<file path="config.mk">
export PLATFORM = sky130hd
export DESIGN_NAME = control_unit
export DESIGN_NICKNAME = d
export VERILOG_FILES = /design/src/rtl/cpu_pkg.sv /design/src/rtl/reg_select.sv /design/src/rtl/control_unit.sv
export SDC_FILE = /design/constraint.sdc
export NUM_CORES = 1
export LEC_CHECK = 0
export CORE_MARGIN = 1
export CORE_UTILIZATION = 36
export DETAILED_ROUTE_END_ITERATION = 16
export GPL_ROUTABILITY_DRIVEN = 0
export PLACE_DENSITY = 0.84
export SLEW_MARGIN = 10
export SYNTH_ARGS = -nofsm -noshare
export SYNTH_HDL_FRONTEND = slang
export SYNTH_SLANG_ARGS = --single-unit
export TNS_END_PERCENT = 5
</file>
<file path="constraint.sdc">
create_clock -name clock -period 3.7 [get_ports clock]
set_clock_uncertainty 0.2 [all_clocks]
set_input_delay 0.555 -clock clock [delete_from_list [all_inputs] [get_ports clock]]
set_output_delay 0.555 -clock clock [all_outputs]
set_load 0.005 [all_outputs]
</file>
<file path="src/rtl/cpu_pkg.sv">
// rtl/cpu_pkg.sv - opcodes, IR field positions, state encoding and decode helpers for control_unit
// Contents:
//   OP_*          5-bit opcode values
//   *_MSB/*_LSB   IR field bit positions
//   state_t       4-bit sequencer state encoding
//   op_class_t    execute-sequence family of an opcode
//   classify()    opcode -> op_class_t (unknown opcodes map to nop)
//   alu_onehot()  opcode -> {ADD,SUB,AND,OR,SHR,SHRA,SHL,ROR,ROL,NEG,NOT,MUL,DIV}
package cpu_pkg;

    localparam logic [4:0] OP_ADD  = 5'b00011;
    localparam logic [4:0] OP_SUB  = 5'b00100;
    localparam logic [4:0] OP_AND  = 5'b00101;
    localparam logic [4:0] OP_OR   = 5'b00110;
    localparam logic [4:0] OP_ROR  = 5'b00111;
    localparam logic [4:0] OP_ROL  = 5'b01000;
    localparam logic [4:0] OP_SHR  = 5'b01001;
    localparam logic [4:0] OP_SHRA = 5'b01010;
    localparam logic [4:0] OP_SHL  = 5'b01011;
    localparam logic [4:0] OP_MUL  = 5'b01111;
    localparam logic [4:0] OP_DIV  = 5'b10000;
    localparam logic [4:0] OP_NEG  = 5'b10001;
    localparam logic [4:0] OP_NOT  = 5'b10010;
    localparam logic [4:0] OP_NOP  = 5'b11010;
    localparam logic [4:0] OP_HALT = 5'b11011;

    localparam int OPCODE_MSB = 31;
    localparam int OPCODE_LSB = 27;
    localparam int RA_MSB     = 26;
    localparam int RA_LSB     = 23;
    localparam int RB_MSB     = 22;
    localparam int RB_LSB     = 19;
    localparam int RC_MSB     = 18;
    localparam int RC_LSB     = 15;

    typedef enum logic [3:0] {
        S_RESET = 4'd0,
        S_T0    = 4'd1,
        S_T1    = 4'd2,
        S_T2    = 4'd3,
        S_T3    = 4'd4,
        S_T4    = 4'd5,
        S_T5    = 4'd6,
        S_T6    = 4'd7,
        S_HALT  = 4'd8
    } state_t;

    typedef enum logic [2:0] {
        C_BINARY,
        C_MULDIV,
        C_UNARY,
        C_NOP,
        C_HALT
    } op_class_t;

    function automatic op_class_t classify(input logic [4:0] opcode);
        op_class_t c;
        case (opcode)
            OP_ADD, OP_SUB, OP_AND, OP_OR, OP_ROR,
            OP_ROL, OP_SHR, OP_SHRA, OP_SHL:       c = C_BINARY;
            OP_MUL, OP_DIV:                        c = C_MULDIV;
            OP_NEG, OP_NOT:                        c = C_UNARY;
            OP_HALT:                               c = C_HALT;
            default:                               c = C_NOP;
        endcase
        return c;
    endfunction

    function automatic logic [12:0] alu_onehot(input logic [4:0] opcode);
        logic [12:0] sel;
        case (opcode)
            OP_ADD:  sel = 13'b1_0000_0000_0000;
            OP_SUB:  sel = 13'b0_1000_0000_0000;
            OP_AND:  sel = 13'b0_0100_0000_0000;
            OP_OR:   sel = 13'b0_0010_0000_0000;
            OP_SHR:  sel = 13'b0_0001_0000_0000;
            OP_SHRA: sel = 13'b0_0000_1000_0000;
            OP_SHL:  sel = 13'b0_0000_0100_0000;
            OP_ROR:  sel = 13'b0_0000_0010_0000;
            OP_ROL:  sel = 13'b0_0000_0001_0000;
            OP_NEG:  sel = 13'b0_0000_0000_1000;
            OP_NOT:  sel = 13'b0_0000_0000_0100;
            OP_MUL:  sel = 13'b0_0000_0000_0010;
            OP_DIV:  sel = 13'b0_0000_0000_0001;
            default: sel = 13'b0;
        endcase
        return sel;
    endfunction

endpackage

</file>
<file path="src/rtl/reg_select.sv">
// rtl/reg_select.sv - 4-to-16 one-hot register select decoder with enable
// Ports:
//   sel     in  4   register number
//   en      in  1   when low the output is all zeros
//   onehot  out 16  bit[sel] set when en is high
module reg_select (
    input  logic [3:0]  sel,
    input  logic        en,
    output logic [15:0] onehot
);

    always_comb begin
        onehot = 16'h0000;
        if (en) begin
            onehot[sel] = 1'b1;
        end
    end

endmodule

</file>
<file path="src/rtl/control_unit.sv">
// rtl/control_unit.sv - hardwired fetch/execute control sequencer for the Phase 1 datapath
// Ports:
//   clock, clear       clock and asynchronous active-high reset
//   IR                 instruction register contents read back from the datapath
//   mem_ready          memory read-data-valid; T1 is held while low
//   Rin, Rout          one-hot register load / bus-drive enables R0..R15
//   PCout..Read        datapath strobes
//   ADD..DIV           one-hot ALU operation select
//   run                high except in RESET and HALT
module control_unit
    import cpu_pkg::*;
#(
    parameter logic [31:0] PC_RESET = 32'h0
) (
    input  logic        clock,
    input  logic        clear,
    input  logic [31:0] IR,
    input  logic        mem_ready,
    output logic [15:0] Rin,
    output logic [15:0] Rout,
    output logic        PCout,
    output logic        PCin,
    output logic        IncPC,
    output logic        MARin,
    output logic        MDRin,
    output logic        MDRout,
    output logic        IRin,
    output logic        Yin,
    output logic        Zin,
    output logic        Zlowout,
    output logic        Zhighout,
    output logic        HIin,
    output logic        LOin,
    output logic        Read,
    output logic        ADD,
    output logic        SUB,
    output logic        AND,
    output logic        OR,
    output logic        SHR,
    output logic        SHRA,
    output logic        SHL,
    output logic        ROR,
    output logic        ROL,
    output logic        NEG,
    output logic        NOT,
    output logic        MUL,
    output logic        DIV,
    output logic        run
);

    state_t      state;
    state_t      next_state;
    logic [4:0]  opcode;
    logic [3:0]  ra;
    logic [3:0]  rb;
    logic [3:0]  rc;
    op_class_t   cls;
    logic        op_en;
    logic        rin_en;
    logic        rout_en;
    logic [3:0]  rout_sel;

    // PC_RESET belongs to the datapath and IR[14:0] carries no fields used here.
    logic unused_ok;
    assign unused_ok = ^{PC_RESET, IR[RC_LSB-1:0]};

    assign opcode = IR[OPCODE_MSB:OPCODE_LSB];
    assign ra     = IR[RA_MSB:RA_LSB];
    assign rb     = IR[RB_MSB:RB_LSB];
    assign rc     = IR[RC_MSB:RC_LSB];
    assign cls    = classify(opcode);

    always_ff @(posedge clock or posedge clear) begin
        if (clear) begin
            state <= S_RESET;
        end else begin
            state <= next_state;
        end
    end

    always_comb begin
        next_state = state;
        run        = 1'b1;
        op_en      = 1'b0;
        rin_en     = 1'b0;
        rout_en    = 1'b0;
        rout_sel   = rb;
        PCout      = 1'b0;
        PCin       = 1'b0;
        IncPC      = 1'b0;
        MARin      = 1'b0;
        MDRin      = 1'b0;
        MDRout     = 1'b0;
        IRin       = 1'b0;
        Yin        = 1'b0;
        Zin        = 1'b0;
        Zlowout    = 1'b0;
        Zhighout   = 1'b0;
        HIin       = 1'b0;
        LOin       = 1'b0;
        Read       = 1'b0;

        case (state)
            S_RESET: begin
                run        = 1'b0;
                next_state = S_T0;
            end
            S_T0: begin
                PCout      = 1'b1;
                MARin      = 1'b1;
                IncPC      = 1'b1;
                Zin        = 1'b1;
                next_state = S_T1;
            end
            S_T1: begin
                // Read/MDRin/PCin stay up for every held cycle so the MDR keeps
                // capturing until memory reports valid data.
                Zlowout = 1'b1;
                PCin    = 1'b1;
                Read    = 1'b1;
                MDRin   = 1'b1;
                if (mem_ready) begin
                    next_state = S_T2;
                end
            end
            S_T2: begin
                MDRout = 1'b1;
                IRin   = 1'b1;
                case (cls)
                    C_NOP:   next_state = S_T0;
                    C_HALT:  next_state = S_HALT;
                    default: next_state = S_T3;
                endcase
            end
            S_T3: begin
                next_state = S_T4;
                case (cls)
                    C_BINARY: begin
                        rout_en = 1'b1;
                        Yin     = 1'b1;
                    end
                    C_MULDIV: begin
                        rout_en  = 1'b1;
                        rout_sel = ra;
                        Yin      = 1'b1;
                    end
                    C_UNARY: begin
                        rout_en = 1'b1;
                        op_en   = 1'b1;
                        Zin     = 1'b1;
                    end
                    default: next_state = S_T0;
                endcase
            end
            S_T4: begin
                case (cls)
                    C_BINARY: begin
                        rout_en    = 1'b1;
                        rout_sel   = rc;
                        op_en      = 1'b1;
                        Zin        = 1'b1;
                        next_state = S_T5;
                    end
                    C_MULDIV: begin
                        rout_en    = 1'b1;
                        op_en      = 1'b1;
                        Zin        = 1'b1;
                        next_state = S_T5;
                    end
                    C_UNARY: begin
                        Zlowout    = 1'b1;
                        rin_en     = 1'b1;
                        next_state = S_T0;
                    end
                    default: next_state = S_T0;
                endcase
            end
            S_T5: begin
                Zlowout    = 1'b1;
                next_state = S_T0;
                if (cls == C_MULDIV) begin
                    LOin       = 1'b1;
                    next_state = S_T6;
                end else if (cls == C_BINARY) begin
                    rin_en = 1'b1;
                end else begin
                    Zlowout = 1'b0;
                end
            end
            S_T6: begin
                Zhighout   = 1'b1;
                HIin       = 1'b1;
                next_state = S_T0;
            end
            S_HALT: begin
                run = 1'b0;
            end
            default: begin
                run        = 1'b0;
                next_state = S_RESET;
            end
        endcase
    end

    assign {ADD, SUB, AND, OR, SHR, SHRA, SHL, ROR, ROL, NEG, NOT, MUL, DIV} =
        op_en ? alu_onehot(opcode) : 13'b0;

    reg_select u_rin_sel (
        .sel    (ra),
        .en     (rin_en),
        .onehot (Rin)
    );

    reg_select u_rout_sel (
        .sel    (rout_sel),
        .en     (rout_en),
        .onehot (Rout)
    );

endmodule

</file>
After elaboration in Yosys (flattened, before gate mapping) --
Memory sizes are Yosys's and may differ from the RTL's. Index checks and enable logic that the tools add are counted.
Cells by class: $mul 0, reductions and logical operators 9, bitwise gates (word level) 1, div/mod/pow operators 0, shifts and indexed selects 0, $lt $le $gt $ge 4, muxes and demuxes 35, $add $sub $neg 0, equal/unequal tests 13
Operator list (count):
- $mux W16 | 2
- $pmux W4 S8 | 1
- $eq A4 B3 Y1 const B | 4
- $mux W1 | 16
- $pmux W4 S2 | 2
- $mux W13 | 1
- $mux W4 | 3
- $lt A4 B5 Y1 const B | 2
- $mux W3 | 3
- $demux W1 S4 | 2
- $eq A4 B2 Y1 const B | 2
- $ge A4 B1 Y1 const B | 2
- $reduce_or A7 Y1 | 1
- $eq A3 B2 Y1 const B | 2
- $pmux W1 S2 | 3
- $pmux W1 S3 | 2
- $eq A4 B1 Y1 const B | 1
- $eq A4 B4 Y1 const B | 1
- $logic_not A4 Y1 | 1
- $reduce_or A2 Y1 | 2
- $eq A3 B1 Y1 const B | 1
- $eq A3 B3 Y1 const B | 1
- $logic_not A3 Y1 | 1
- $reduce_or A3 Y1 | 1
- 4 further kinds | 5
Word-level totals: register bits after elaboration 4, bits in read-only memories 512, memories 2, bits in latches 0, logic and storage cells 65, RAM bits 0, bits of input ports 35
Memories:
- (name not given) | words 32, width 13, rd ports 1, clocked after Yosys merged registers in 0, write ports 0, line cpu_pkg.sv:71 | case (opcode)
- (name not given) | words 32, width 3, rd ports 1, clocked after Yosys merged registers in 0, write ports 0, line cpu_pkg.sv:58 | case (opcode)

Longest topological paths before layout --
An unclocked memory read counts as a cell.
depth after elaboration 9, gate-level depth with buffers 9, gate-level depth less buffers 8

Modules after synthesis --
From an unflattened synthesis, not the netlist that was laid out.
Second synthesis, totals: cell total of the unflattened synthesis 186, area total of the unflattened synthesis 1243.7 um^2
By module, submodules not included:
- control_unit | cells an instance 140, times used 1, area each 1008.5 um^2
- reg_select | cells an instance 23, times used 2, area each 117.6 um^2

Least setup slack after synthesis --
OpenSTA, ideal clock, no wires.
path type input port to output port, from input port IR[27], to output port Rout[13], stages on the path 7, data arrival time 2.338 ns, data required time 2.945 ns, path slack 0.607 ns, cell sequence ha_1 mux2i_1 a211oi_4 o21ai_2 o221a_1 or3_4 nor3_2
On the way: cells in the longest elaborated chain, start to end 9
RTL lines:
- start: declaration | line control_unit.sv:17 | input logic [31:0] IR,
- $mem_v2 Z32 W3 *
- $eq A3 B1 Y1 or $logic_not A3 Y1 (tied branches) | line control_unit.sv:137, control_unit.sv:156
- $mux W4, on equally long branches | line control_unit.sv:137, control_unit.sv:156
- $pmux W4 S2 | line control_unit.sv:103 | case (state)
- $lt A4 B5 Y1 (not written as such) or $ge A4 B1 Y1 (tied branches) | line reg_select.sv:15 | onehot[sel] = 1'b1;
- $logic_and A1 B1 Y1 (not written as such) | line reg_select.sv:15
- $mux W1 (not written as such) | line reg_select.sv:15
- $demux W1 S4
- $mux W16 * | line reg_select.sv:14 | if (en) begin
- end: declaration | line control_unit.sv:20 | output logic [15:0] Rout,
Every way passes the cells marked *; elsewhere a longest branch is shown, timed or not.

Worst setup path in the final report --
from input port IR[28], to output port Rout[14]
Same word-level chain as after synthesis.

==> summary.txt <==
Drt
  • WL/cell: 13.2 microns
  • Vias: 1849
  • Drt initial violations: roughly 130
  • Vias per cell: 5.34
  • Drc violations: 0
  • DRT Wirelength: 4570 microns
  • Pre-Repair DR Iteration Count: 4
  • Final ANT Viol Nets: 0

Yosys
  • Most frequent cell after synthesis: nor2_1
  • Synth warnings: 0
  • Most frequent cells after synthesis: nor2_1, and2_1, nand2_1, nor3_1, buf_4
  • Synth Instances: 190
  • Top-area cell type share of the netlist area: 9.32%
  • Syn_nets: 230
  • #FFs+latches synth: 4
  • Synth Cell Area: ~1400 sq um
  • FFs w/ async S/R, synth: 100%
  • Avg Inst Size Synth: 7.20 sq um
  • Post-synthesis sequential area ratio: 7.31%
  • Yosys top cell by area: nor2_1
  • Post-synth top flop: dfrtp_1
  • Distinct cells, synth: 62
  • Post-synth EDFFs: 0
  • Synth top area cells: nor2_1, dfrtp_1, and2_1, nor3_1, ha_1

Global route
  • First-pass GRT wire length: 6930 microns
  • Initial antenna violation count: 0
  • Largest net degree at the start of global routing: 16
  • Total track usage: about a fifth
  • Overflow after GRT: 0
  • Vias in the first global route: around 1.7k

Cells and area
  • Ant diodes: 0
  • Most flops, register: state
  • Nets: 340
  • Area delta synth->final: 86.0%
  • Fin area: roughly 2500 sq um
  • Top flop regs: state: 4 flops
  • Max reg flops: 4
  • Final core utilization: 69.5%
  • Share of cells above drive strength 1: approximately 28%
  • Layout Cells excl Fill: around 350

Timing
  • Pin slew with the least headroom to its limit: about 0.7 ns
  • Fin. max-slew vios: 0
  • WHS: roughly 0.33 ns
  • Final Hold Fails: 0
  • Final WS setup: -0.111 ns
  • Endpoints failing setup: 8
  • Max-slew headroom: 52.7%
  • Maximum clock frequency: 262 MHz
  • RSZ-0062 raised after global routing: true
  • Final worst path period need: 3.81 ns
  • Crit share post-route: 103%

Pwr
  • Clock network power share: between 10% and 20%
  • P per Cell Area: approximately 290 nW/um^2
  • Internal cell power: 0.000431 W
  • Sw frac: 42.2%
  • VDD IR max: 126 uV
  • Seq pwr share: 15.8%
  • Switching Power: 0.000315 W
  • Combinational fraction of design power: 72.1%
  • Leakage power: around 1.1 nW

Worst hold path
  • Hold Path Class: in -> async

CTS
  • CTS clk-pin slew, worst paths: 0.03 ns
  • Sinks on Clock Net: 4
  • Total CTS buffers: 3
  • CTS Root Cell: clkbuf_8
  • H-tree depth: 1
  • Clk Latency, worst-skew pair: 0.22 ns
  • Buffers from clock root to sink, at most: 2
  • CTS tree: built
  • CTS Hold Bufs: 0

Setup path
  • WP data arrival: 3.06 ns
  • R2R Setup Slk: 1.62 ns
  • Critical path peak fanout: 4
  • Critical R2R Launch: state[0]$_DFFE_PP0P_
  • Worst Path Class, Setup: in -> out
  • R2R cell count: 5
  • Crit. End Element: output pin
  • WP data required: 2.94 ns
  • R2R Path End: state[2]$_DFFE_PP0P_
  • Crit path launch type: input port

Die
  • Area of the core: approximately 3700 sq um
  • Initial Utilization: 37.4%
  • Std-Cell Rows: 22
  • Die Footprint: 4050 sq um
  • I/O pin count: 95
  • Die width: 63.7 microns
  • Die height: 63.7 microns

Placement
  • Post-DP HPWL: roughly 3400 microns
  • I/O Buffers: slightly below 80
  • Dpl cell area: approximately 2400 sq um
  • Placed cells: 338

Run status
  • Status: finished, violations left
  • Failing checks: negative setup slack

Run
  • Maxcap violations: 0
metal layers:
| metal | part of all wire (%) | wire (microns) | track usage [%] |
|---|---|---|---|
| met1 | 43 | 1950 | 25.0 |
| met2 | 50 | 2260 | 36.7 |
| met3 | 6.8 | 311 | 3.08 |
| met4 | 0.90 | 41 | 6.25 |
| met5 | 0 | 0 | 0 |
worst max-delay path, cell delays in order:
cell and delay, ns:
clkdlybuf4s15_2 0.21, inv_1 0.06, ha_1 0.29, mux2i_1 0.09, buf_4 0.16, a211oi_4 0.31, o21ai_2 0.11, buf_4 0.17
o221ai_2 0.20, nand2_1 0.17, nor3_1 0.19, clkdlybuf4s50_1 0.53
layout make-up:
type / count / area [sq um]
inverter: 6 / 22.5
sequential: 4 / 100
clock buffer: 3 / 41.3
timing repair buffer: 121 / 1110
tap: 48 / 60.1
multi-input combinational: 164 / 1210
fill: 286 / 1110
power groups by stage:
stage                     Clock (W)  Combinational, W  Sequential, W
after global placement            0          0.000494       0.000111
after global routing      0.0000970          0.000585       0.000122
after detailed placement          0          0.000505       0.000114
final                     0.0000903          0.000538       0.000118
after CTS                 0.0000925          0.000513       0.000115
after floorplan                   0          0.000359      0.0000702
stage by stage:
step                total power, W  setup TNS, ns  setup WS, ns
CTS                       0.000720         -0.699        -0.103
finish                    0.000746         -0.572        -0.111
global placement          0.000605         -13.23        -0.472
detailed placement        0.000619         -15.19        -0.529
floorplan                 0.000429              0         0.607
global route              0.000805          -2.14        -0.257
logic make-up after synthesis:
logic type / count (synthesis) / synth area share [%]
compound gates: 42 / 25.7
buf+inv: 22 / 11.4
simple gates: 112 / 47.3
xor+xnor: 1 / 0.640
mux: 4 / 3.11
flops: 4 / 7.31
fa+ha+maj: 5 / 4.57
worst max path at each step:
stage	slack (ns)	cells past startpoint	to	start
detailed placement	-0.53	10	Rout[7]	IR[28]
global placement	-0.47	10	Rout[15]	IR[27]
floorplan	0.61	7	Rout[13]	IR[27]
global route	-0.26	12	Rout[14]	IR[28]
finish	-0.11	12	Rout[14]	IR[28]
CTS	-0.10	11	Rout[14]	IR[28]
layout by cell type, fill, tap and decap left out, drive strengths merged, types with 2 or more instances in the layout:
cell / netlist / routed
mux2: 2 / 2
nor4b: 3 / 3
and3: 3 / 3
a32oi: 3 / 3
dlygate4sd2: 0 / 8
nor2: 35 / 35
o21a: 4 / 4
inv: 6 / 6
o221ai: 2 / 2
nor3: 16 / 16
nand3: 3 / 3
a21boi: 2 / 2
o21ai: 11 / 11
a21oi: 4 / 4
clkdlybuf4s50: 0 / 62
ha: 5 / 5
nand2: 14 / 14
o211ai: 2 / 2
a211oi: 2 / 2
and2: 14 / 14
clkbuf: 4 / 4
or3: 2 / 2
dfrtp: 4 / 4
nand3b: 2 / 2
mux2i: 2 / 2
clkdlybuf4s15: 0 / 2
nand4: 2 / 2
o221a: 2 / 2
nor3b: 4 / 4
buf: 12 / 42
dlymetal6s2s: 0 / 6
nand2b: 7 / 7
what timing repair did:
item                       CTS  global route
setup endpoints to repair   46            34
setup buffers                0             5
pin swaps                    5             5
gates resized for setup     26            21
Note: power is estimated with default switching activity, not from simulation.
